==> src/rtl/ctrl_pkg.sv <==
// Shared control encodings for the pipeline control stages: branch funct3
// codes, result-select codes and a reserved-funct3 helper.
package ctrl_pkg;

    localparam logic [2:0] F3_BEQ  = 3'b000;
    localparam logic [2:0] F3_BNE  = 3'b001;
    localparam logic [2:0] F3_BLT  = 3'b100;
    localparam logic [2:0] F3_BGE  = 3'b101;
    localparam logic [2:0] F3_BLTU = 3'b110;
    localparam logic [2:0] F3_BGEU = 3'b111;

    localparam logic [1:0] RES_ALU = 2'b00;
    localparam logic [1:0] RES_MEM = 2'b01;
    localparam logic [1:0] RES_PC4 = 2'b10;

    // 010 and 011 have no branch meaning
    function automatic logic f3_reserved(input logic [2:0] funct3);
        return (funct3 == 3'b010) || (funct3 == 3'b011);
    endfunction

endpackage

==> src/rtl/branch_cond.sv <==
// Combinational branch-condition decode: funct3 plus ALU flags -> taken,
// and flags a real branch carrying a reserved funct3.
module branch_cond
    import ctrl_pkg::*;
(
    input  logic       valid,
    input  logic       branch,
    input  logic [2:0] funct3,
    input  logic       zero,
    input  logic       lt,
    input  logic       ltu,
    output logic       taken,
    output logic       illegal
);

    always_comb begin
        taken = 1'b0;
        case (funct3)
            F3_BEQ:  taken = zero;
            F3_BNE:  taken = !zero;
            F3_BLT:  taken = lt;
            F3_BGE:  taken = !lt;
            F3_BLTU: taken = ltu;
            F3_BGEU: taken = !ltu;
            default: taken = 1'b0;
        endcase
    end

    assign illegal = valid & branch & f3_reserved(funct3);

endmodule

==> src/rtl/ctrl_exmem_stage.sv <==
// EX->MEM control pipeline register with one-shot PC redirect under stall.
// Optional branch statistics counters: define CTRL_EXMEM_BRANCH_STATS_EN.
module ctrl_exmem_stage
    import ctrl_pkg::*;
#(
    parameter int RESULT_SRC_W = 2,
    parameter int FUNCT_W      = 1,
    parameter int CNT_W        = 16
) (
    input  logic                    clk,
    input  logic                    reset,
    input  logic                    stall_m,
    input  logic                    flush_m,
    input  logic                    valid_e,
    input  logic                    reg_write_e,
    input  logic                    mem_write_e,
    input  logic                    jump_e,
    input  logic                    branch_e,
    input  logic [RESULT_SRC_W-1:0] result_src_e,
    input  logic [FUNCT_W-1:0]      funct_e,
    input  logic [2:0]              funct3_e,
    input  logic                    zero_e,
    input  logic                    lt_e,
    input  logic                    ltu_e,
    output logic                    pc_src_e,
    output logic                    illegal_br_e,
    output logic                    valid_m,
    output logic                    reg_write_m,
    output logic                    mem_write_m,
    output logic [RESULT_SRC_W-1:0] result_src_m,
`ifdef CTRL_EXMEM_BRANCH_STATS_EN
    output logic [FUNCT_W-1:0]      funct_m,
    output logic [CNT_W-1:0]        br_cnt,
    output logic [CNT_W-1:0]        br_taken_cnt
`else
    output logic [FUNCT_W-1:0]      funct_m
`endif
);

    logic taken;
    logic redirect_done;

    branch_cond u_branch_cond (
        .valid   (valid_e),
        .branch  (branch_e),
        .funct3  (funct3_e),
        .zero    (zero_e),
        .lt      (lt_e),
        .ltu     (ltu_e),
        .taken   (taken),
        .illegal (illegal_br_e)
    );

    assign pc_src_e = valid_e & (jump_e | (branch_e & taken)) & !redirect_done;

    // Remembers that the held E instruction already redirected the PC, so a
    // long stall yields a single redirect pulse.
    always_ff @(posedge clk or posedge reset) begin
        if (reset)
            redirect_done <= 1'b0;
        else if (!stall_m)
            redirect_done <= 1'b0;
        else if (pc_src_e)
            redirect_done <= 1'b1;
    end

    always_ff @(posedge clk or posedge reset) begin
        if (reset) begin
            valid_m      <= 1'b0;
            reg_write_m  <= 1'b0;
            mem_write_m  <= 1'b0;
            result_src_m <= '0;
            funct_m      <= '0;
        end else if (flush_m) begin
            valid_m      <= 1'b0;
            reg_write_m  <= 1'b0;
            mem_write_m  <= 1'b0;
            result_src_m <= RESULT_SRC_W'(RES_ALU);
            funct_m      <= '0;
        end else if (!stall_m) begin
            // write enables are qualified so a bubble can never write
            valid_m      <= valid_e;
            reg_write_m  <= reg_write_e & valid_e;
            mem_write_m  <= mem_write_e & valid_e;
            result_src_m <= result_src_e;
            funct_m      <= funct_e;
        end
    end

`ifdef CTRL_EXMEM_BRANCH_STATS_EN
    logic br_adv;
    assign br_adv = valid_e & branch_e & !stall_m & !flush_m;

    always_ff @(posedge clk or posedge reset) begin
        if (reset) begin
            br_cnt       <= '0;
            br_taken_cnt <= '0;
        end else if (br_adv) begin
            if (br_cnt != '1)
                br_cnt <= br_cnt + CNT_W'(1);
            if (taken && (br_taken_cnt != '1))
                br_taken_cnt <= br_taken_cnt + CNT_W'(1);
        end
    end
`endif

endmodule

==> config.mk <==
export PLATFORM = sky130hd
export DESIGN_NAME = ctrl_exmem_stage
export DESIGN_NICKNAME = d
export VERILOG_FILES = /design/src/rtl/ctrl_pkg.sv /design/src/rtl/branch_cond.sv /design/src/rtl/ctrl_exmem_stage.sv
export SDC_FILE = /design/constraint.sdc
export NUM_CORES = 1
export LEC_CHECK = 0
export CAP_MARGIN = 20
export CORE_AREA = 10 10 47 49
export DETAILED_ROUTE_END_ITERATION = 10
export DIE_AREA = 0 0 57 59
export HOLD_SLACK_MARGIN = 0.06
export PLACE_DENSITY = 0.66
export SYNTH_ARGS = -nofsm -noshare
export SYNTH_HDL_FRONTEND = slang
export SYNTH_SLANG_ARGS = --single-unit
==> constraint.sdc <==
create_clock -name clk -period 1.23 [get_ports clk]
set_clock_uncertainty 0.1 [all_clocks]
set_input_delay 0.123 -clock clk [delete_from_list [all_inputs] [get_ports clk]]
set_output_delay 0.123 -clock clk [all_outputs]
set_load 0.005 [all_outputs]
=== After elaboration in Yosys (flattened, before gate mapping) ===
Cells that the tools add are included.

* Bits in registers: 7
* Bits of input ports: 18
* Word-level logic and storage cells: 42

* Mux-type cells: 13
* Reduce and logical (&&, ||, !) cells: 6
* Equality and inequality tests: 9
* Bitwise operators: 8

{| class="wikitable"
|+ Operators with widths
! cell !! number
|-
| 3-bit == test (second input constant) || 4
|-
| 1-bit 2-to-1 mux || 10
|-
| 1-bit AND || 7
|-
| 3-bit by 2-bit == test with 1-bit output (second input constant) || 2
|-
| 1-bit case mux with 6 select lines || 1
|-
| 1-bit logical NOT || 4
|-
| 2-bit 2-to-1 mux || 2
|-
| 2-bit by 1-bit != test with 1-bit output (second input constant) || 2
|-
| 3-bit by 1-bit == test with 1-bit output (second input constant) || 1
|-
| 3-bit logical NOT || 1
|-
| 1-bit logical OR || 1
|-
| 1-bit OR || 1
|}

=== Longest topological paths before layout ===
Gate-level depths: netlist (run 1).

* Word-level depth: 8
* Mapped depth: 4
* Gate-level depth less buffers: 3

=== Hierarchy ===
Synthesis (run 1) repeated with hierarchy kept, for this count alone.

* Cell total of the unflattened synthesis: 35
* Area, all modules: 365.4 µm²

{| class="wikitable"
|+ Modules (own cells, without submodules)
! module !! cells an instance !! sequential area each (µm²) !! area each (µm²) !! times used
|-
| ctrl_exmem_stage || 28 || 175.2 || 306.5 || 1
|-
| branch_cond || 7 || 0.0 || 58.8 || 1
|}

=== Least setup slack after synthesis (run 1) ===
No wires, ideal clock.

* Path type: in2out
* Start point: in funct3_e[1]
* End point: out pc_src_e
* Slack: 0.236 ns
* Arrival time: 0.771 ns
* Data required time: 1.007 ns
* Buffers on the path: 0
* Cell stages on the path: 3
* Cell sequence: mux2i_1 > mux2_4 > a21oi_2

* Cells in the longest elaborated chain, start to end: 6
* Elaborated cells between the ends (all ways): 11
* Classes of those cells: eq/ne: 5; mux: 1; bitwise: 4; reduce/logical: 1

{| class="wikitable"
|+ Ends and longest elaborated chain
! item !! line !! RTL
|-
| start: declaration || ctrl_exmem_stage.sv:21 || <nowiki>input logic [2:0] funct3_e,</nowiki>
|-
| 3-bit == test (tied with other cells) || branch_cond.sv:18 || <nowiki>case (funct3)</nowiki>
|-
| 1-bit case mux with 6 select lines (*) || branch_cond.sv:18 ||
|-
| 1-bit AND (*) || ctrl_exmem_stage.sv:54 || <nowiki>assign pc_src_e = valid_e & (jump_e | (branch_e & taken)) & !redirect_done;</nowiki>
|-
| 1-bit OR (*) || ctrl_exmem_stage.sv:54 ||
|-
| 1-bit AND (*) (2 in a row) || ctrl_exmem_stage.sv:54 ||
|-
| end: declaration || ctrl_exmem_stage.sv:25 || <nowiki>output logic pc_src_e,</nowiki>
|}

Mark *: on every way between the ends. The rest lies on a longest branch, timed or not.

=== Worst setup path after layout (run 1) ===
Same ends and word-level chain as after synthesis.

==> results.yml, run 1 <==
timing:
  fmax_mhz: 813
  slew_headroom_pct: 81.9
  setup_viol: 1
  rsz0062_at_grt: "yes"
  min_period_ps: 1230
  final_max_slew_viol_count: 0
  fin_ws_ps: -0.669
  finalCritPeriodShare_pct: 100
  hold_slack_ps: 275
  finalHoldViolations: 0
  worstMarginPinSlew_ps: 271
global_route:
  grt_max_degree: 9
  grt_overflow_total: 0
  grt_pass1_vias: 453
  grt_pass1_wl_um: 1930
  antenna_found_initial: 0
  track_usage_pct: 7.32
outcome:
  outcome: "complete, but fails checks"
  violations: "negative setup slack"
worst_setup_path:
  cp-start-kind: "primary input"
  endpoint_kind: "primary output"
  path_max_fanout: 2
  worstPathRequired_ps: 1010
  critPathKind: "in2out"
  worst_ep_arrival_time_ps: 1010
synthesis:
  netlist-cell-type-count: 18
  ys_ff_latch: 7
  synth_area_um2: 369
  synth_nets: 53
  synth_edf_count: 0
  synth_top_cell_by_area: "dfrtp_1"
  synth.most_common_cell: "dfrtp_1"
  syn_inst: 35
  syn_avg_cell_area_um2: 10.5
  yosysSeqAreaShare_pct: 47.5
  ys_warn_count: 0
  synth_common_cells: "7 x dfrtp_1, 6 x nor2_1, 4 x mux2i_1"
  ys_top_cells_by_area: "dfrtp_1 47%, mux2i_1 11%, nor2_1 6.1%"
  synthFlopType: "dfrtp_1"
  async_flop_share_pct: 100
  synth_top_area_share_pct: 47.5
drt:
  via_count: 395
  routedWlPerCell_um: 12.7
  postRouteAntennaNets: 0
  drt-total-wl_um: 1110
  firstDrtPassIters: 3
  viasPerCell: 4.54
  drt_iter0_drc: 1
  drc_errors: 0
final_layout:
  nNetsFinal: 90
  area_growth_pct: 92.2
  fillers: 157
  final_util_pct: 50.6
  antenna_cells: 0
  layout.cells.non_filler: 87
  layout-drive-gt1-share_pct: 31.0
power:
  clock_power_share_pct: 33.4
  swShare_pct: 23.4
  combPwrFrac_pct: 25.8
  p_switching_uw: 142
  peakVddDrop_v: 0.000399
  p_leak_uw: 0.000359
  p_int_uw: 465
  powerDensity_mw_per_mm2: 856
  seqPwrFrac_pct: 40.8
die:
  core_mm2: 0.00140
  fp.dieArea_mm2: 0.00336
  start_util_pct: 26.3
  die_h_um: 59
  die_w_um: 57
  pin_count: 26
  rows: 14
clock_tree:
  path_clk_slew_ps: 50
  insertion_delay_ps: 250
  htreeDepth: 1
  cts.sinks: 7
  cts_tree: "done"
  cts.path.max_buffers: 2
  numCtsBuffers: 3
  cts-root-buf: "clkbuf_4"
run:
  drv_cap: 0
placement:
  io_buffers: 25
  placed_cells: 80
  place_congestion: 0.656
  hpwl_um: 946
worst_hold_path:
  hp-class: "in2reg"
==> metal layers <==
layer,global-route usage [%],up-vias,share of wire (%)
met5,0,-,0
met4,7.05,0,0
met3,4.29,0,14
met2,11.3,18,49
met1,6.57,178,38
li1,-,199,-
==> layout make-up <==
cell class | count | area (um2) | area share (%)
tap | 16 | 20.0 | 2.82
multi-input combinational | 26 | 201 | 28.4
timing repair buffer | 33 | 283 | 39.9
clock buffer | 4 | 26.3 | 3.70
sequential | 7 | 175 | 24.7
inverter | 1 | 3.75 | 0.529
==> placed cells by master (no fill, tap or decap), types with 2 or more instances in the layout <==
master and count:
clkdlybuf4s50_1 9, mux2i_1 3, a22oi_1 2, a21oi_2 2, dlygate4sd2_1 9, clkdlybuf4s15_1 2, nor2_1 6, a21oi_1 2
dfrtp_1 7, clkbuf_4 3, clkbuf_2 3, buf_4 7
==> cell families (layout without fill, tap and decap cells) <==
kind of cell / after synthesis / count (layout) / share of synthesized area [%]
flip-flops: 7 / 7 / 47.5
AO/OA/AOI/OAI: 8 / 8 / 14.9
XOR/XNOR: 1 / 1 / 2.37
AND/OR/NAND/NOR: 12 / 12 / 18.0
multiplexers: 5 / 5 / 14.9
buffers and inverters: 2 / 38 / 2.37
==> worst paths after layout <==
path	startpoint	to	slack [ps]	cells after the start
setup / recovery	funct3_e[1]	pc_src_e	-0.7	5
hold / removal	funct3_e[0]	redirect_done	270	5
setup reg to reg	redirect_done	redirect_done	30	4
hold reg to reg	valid_m	valid_m	410	2
max in group asynchronous	reset	valid_m	250	3
min in group asynchronous	reset	result_src_m[1]	560	3
==> flip-flops by register name, indices dropped and copies added (netlist names) <==
register and flops:
valid_m 1, redirect_done 1, mem_write_m 1, reg_write_m 1, funct_m 1, result_src_m 2
==> worst max-delay path, cell delays in order <==
cell and delay (ps):
buf_6 80, mux2i_2 230, mux2_4 330, a21oi_2 120
buf_2 120
==> through the flow <==
step | total power, uW | area [um2] | setup TNS [ps] | worst slack, ps
6_report | 607 | 709 | -0.669 | -0.669
5_1_grt | 653 | 709 | -47.3 | -47.3
4_1_cts | 613 | 701 | -80.5 | -80.5
3_5_place_dp | 412 | 672 | -2030 | -850
3_3_place_gp | 409 | 672 | -1790 | -790
2_1_floorplan | 302 | 369 | 0 | 236
==> timing repair <==
| item | 4_1_cts | 5_1_grt |
|---|---|---|
| buffers inserted | 1 | 1 |
| pin swaps | 2 | 1 |
| endpoints found under the setup margin | 9 | 1 |
| hold buffers | 1 | 0 |
| resized for setup | 27 | 7 |
| endpoints found under the hold margin | 7 | 0 |
==> power by group through the flow <==
stage               logic [uW]  clock network (uW)  registers [uW]
floorplan                 49.0                   0             253
finish                     157                 203             248
CTS                        152                 213             248
global placement           157                   0             252
global route               173                 230             250
detailed placement         160                   0             252
No activity file was read; power rests on OpenSTA's default activity.
==> inputs of run 2 (changes only) <==
--- a/config.mk
+++ b/config.mk
@@ -7,10 +7,12 @@
 export LEC_CHECK = 0
 export CAP_MARGIN = 20
 export CORE_AREA = 10 10 47 49
+export CTS_CLUSTER_DIAMETER = 200
 export DETAILED_ROUTE_END_ITERATION = 10
 export DIE_AREA = 0 0 57 59
+export DONT_BUFFER_PORTS = 1
 export HOLD_SLACK_MARGIN = 0.06
-export PLACE_DENSITY = 0.66
 export SYNTH_ARGS = -nofsm -noshare
 export SYNTH_HDL_FRONTEND = slang
+export SYNTH_HIERARCHICAL = 1
 export SYNTH_SLANG_ARGS = --single-unit
==> results.yml, run 2 <==
outcome:
  outcome: "finished clean"
worst_setup_path:
  critPathKind: "reg2out"
  max_stage_delay_ps: 390
  path_max_fanout: 3
  cp-start-kind: "flip-flop"
  path_delay_family: "flip-flops"
  worst_ep_arrival_time_ps: 950
  endpoint_kind: "primary output"
  worstPathRequired_ps: 1010
  worst_path_max_delay_cell: "dfrtp_1"
  crit_chain: "nor3b_1"
  crit_buf_inv: 0
synthesis:
  synth_area_um2: 365
  ys_top_cells_by_area: "dfrtp_1 48%, mux2i_1 14%, xnor2_1 7.2%"
  yosysSeqAreaShare_pct: 47.9
  netlist-cell-type-count: 15
  synth_top_area_share_pct: 47.9
  ys_ff_latch: 7
  synth_common_cells: "7 x dfrtp_1, 5 x mux2i_1, 5 x nor2_1"
  synth_nets: 53
  async_flop_share_pct: 100
  syn_avg_cell_area_um2: 10.4
  synth_top_cell_by_area: "dfrtp_1"
  synthFlopType: "dfrtp_1"
  syn_inst: 35
  synth_edf_count: 0
  synth.most_common_cell: "dfrtp_1"
  ys_warn_count: 6
power:
  p_switching_uw: 131
  clock_power_share_pct: 38.2
  powerDensity_mw_per_mm2: 1070
  peakVddDrop_v: 0.000388
  p_leak_uw: 0.000233
  combPwrFrac_pct: 15.6
  p_int_uw: 418
  seqPwrFrac_pct: 46.1
  swShare_pct: 23.8
die:
  rows: 14
  die_w_um: 57
  start_util_pct: 26.1
  die_h_um: 59
  fp.dieArea_mm2: 0.00336
  pin_count: 26
  core_mm2: 0.00140
timing:
  rsz0062_at_grt: "no"
  finalCritPeriodShare_pct: 95.3
  tns_ps: 0
  setup_viol: 0
  fmax_mhz: 853
  finalHoldViolations: 0
  slew_headroom_pct: 75.9
  worstMarginPinSlew_ps: 360
  final_max_slew_viol_count: 0
  min_period_ps: 1170
global_route:
  grt_pass1_vias: 328
  track_usage_pct: 6.16
  grt_pass1_wl_um: 1620
  grt_overflow_total: 0
  antenna_found_initial: 0
  grt_max_degree: 10
final_layout:
  antenna_cells: 0
  largest_reg_flops: 2
  layout_commonest_cell: "dlygate4sd3_1"
  final_util_pct: 36.4
  layout-drive-gt1-share_pct: 6.12
  nNetsFinal: 68
  regMostFlops: "result_src_m"
  finish.instance_area_um2: 510
  mostFrequentLayoutCells: "11 x dlygate4sd3_1, 7 x dfrtp_1, 5 x mux2i_1, 5 x nor2_1"
  fillers: 143
  area_growth_pct: 39.7
drt:
  firstDrtPassIters: 4
  postRouteAntennaNets: 0
  via_count: 298
  viasPerCell: 4.58
  drt_iter0_drc: 5
  routedWlPerCell_um: 15.5
  drt-total-wl_um: 1010
  drc_errors: 0
clock_tree:
  cts_tree: "done"
  htreeDepth: 1
  insertion_delay_ps: 250
  cts.path.max_buffers: 2
  path_clk_slew_ps: 50
  numCtsBuffers: 3
  cts-root-buf: "clkbuf_4"
  cts.sinks: 7
placement:
  placed_cell_area_um2: 374
  place_congestion: 0.655
  io_buffers: 0
run:
  drv_cap: 0
worst_hold_path:
  hp-class: "in2reg"
[run 2: cell count changes in the layout (fill, tap and decap cells not counted), moves of 3 or more]
cell,change
buf_4,-7
dlygate4sd2_1,-9
clkdlybuf4s50_1,-9
clkbuf_2,-3
xnor2_1,+3
dlygate4sd3_1,+10
[run 2: layer usage]
metal | vias to the layer above | part of all wire, % | global-route usage, %
met3 | 2 | 4.3 | 1.29
met4 | 0 | 2.6 | 6.04
met1 | 138 | 33 | 5.65
met5 | - | 0 | 0
met2 | 8 | 60 | 11.0
li1 | 150 | - | -
[run 2: cell type report]
cell class	count	area, um2	area share (%)
tap	16	20.0	3.92
sequential	7	175	34.3
timing repair buffer	11	110	21.6
inverter	1	3.75	0.735
multi-input combinational	26	175	34.3
clock buffer	4	26.3	5.15
[run 2: cells by family after synthesis]
logic type | synth area share, %
XOR/XNOR | 7.19
AO/OA/AOI/OAI | 9.59
multiplexers | 13.7
flip-flops | 47.9
AND/OR/NAND/NOR | 17.5
buffers and inverters | 4.11
[run 2: metrics by stage]
stage          power, uW  hold WS (ps)  setup WS [ps]  std cells
6_report             549          94.1           57.6         65
3_5_place_dp         308          -136            151         50
3_3_place_gp         305          -140            183         50
5_1_grt              575           123           38.5         65
4_1_cts              558          91.6           47.7         65
2_1_floorplan        304          -174            253         35
[run 2: path summary, 6_finish.rpt]
| check | depth (start not counted) | start | endpoint | slack, ps |
|---|---|---|---|---|
| max reg2reg | 2 | redirect_done | redirect_done | 290 |
| min reg2reg | 2 | reg_write_m | reg_write_m | 450 |
| max in group asynchronous | 2 | reset | mem_write_m | 670 |
| max | 1 | redirect_done | pc_src_e | 60 |
| min in group asynchronous | 2 | reset | funct_m | 150 |
| min | 3 | funct3_e[2] | redirect_done | 90 |
[run 2: power groups by stage]
stage          logic [uW]  registers (uW)  clock network [uW]
5_1_grt              94.6             256                 225
4_1_cts              86.8             254                 218
2_1_floorplan        50.4             254                   0
3_3_place_gp         48.2             257                   0
3_5_place_dp         50.1             258                   0
6_report             85.7             253                 210
[run 2: timing repair]
action	in CTS	in global routing
endpoints found under the hold margin	14	0
gates resized for setup	0	0
setup buffers	0	0
hold buffers	11	0
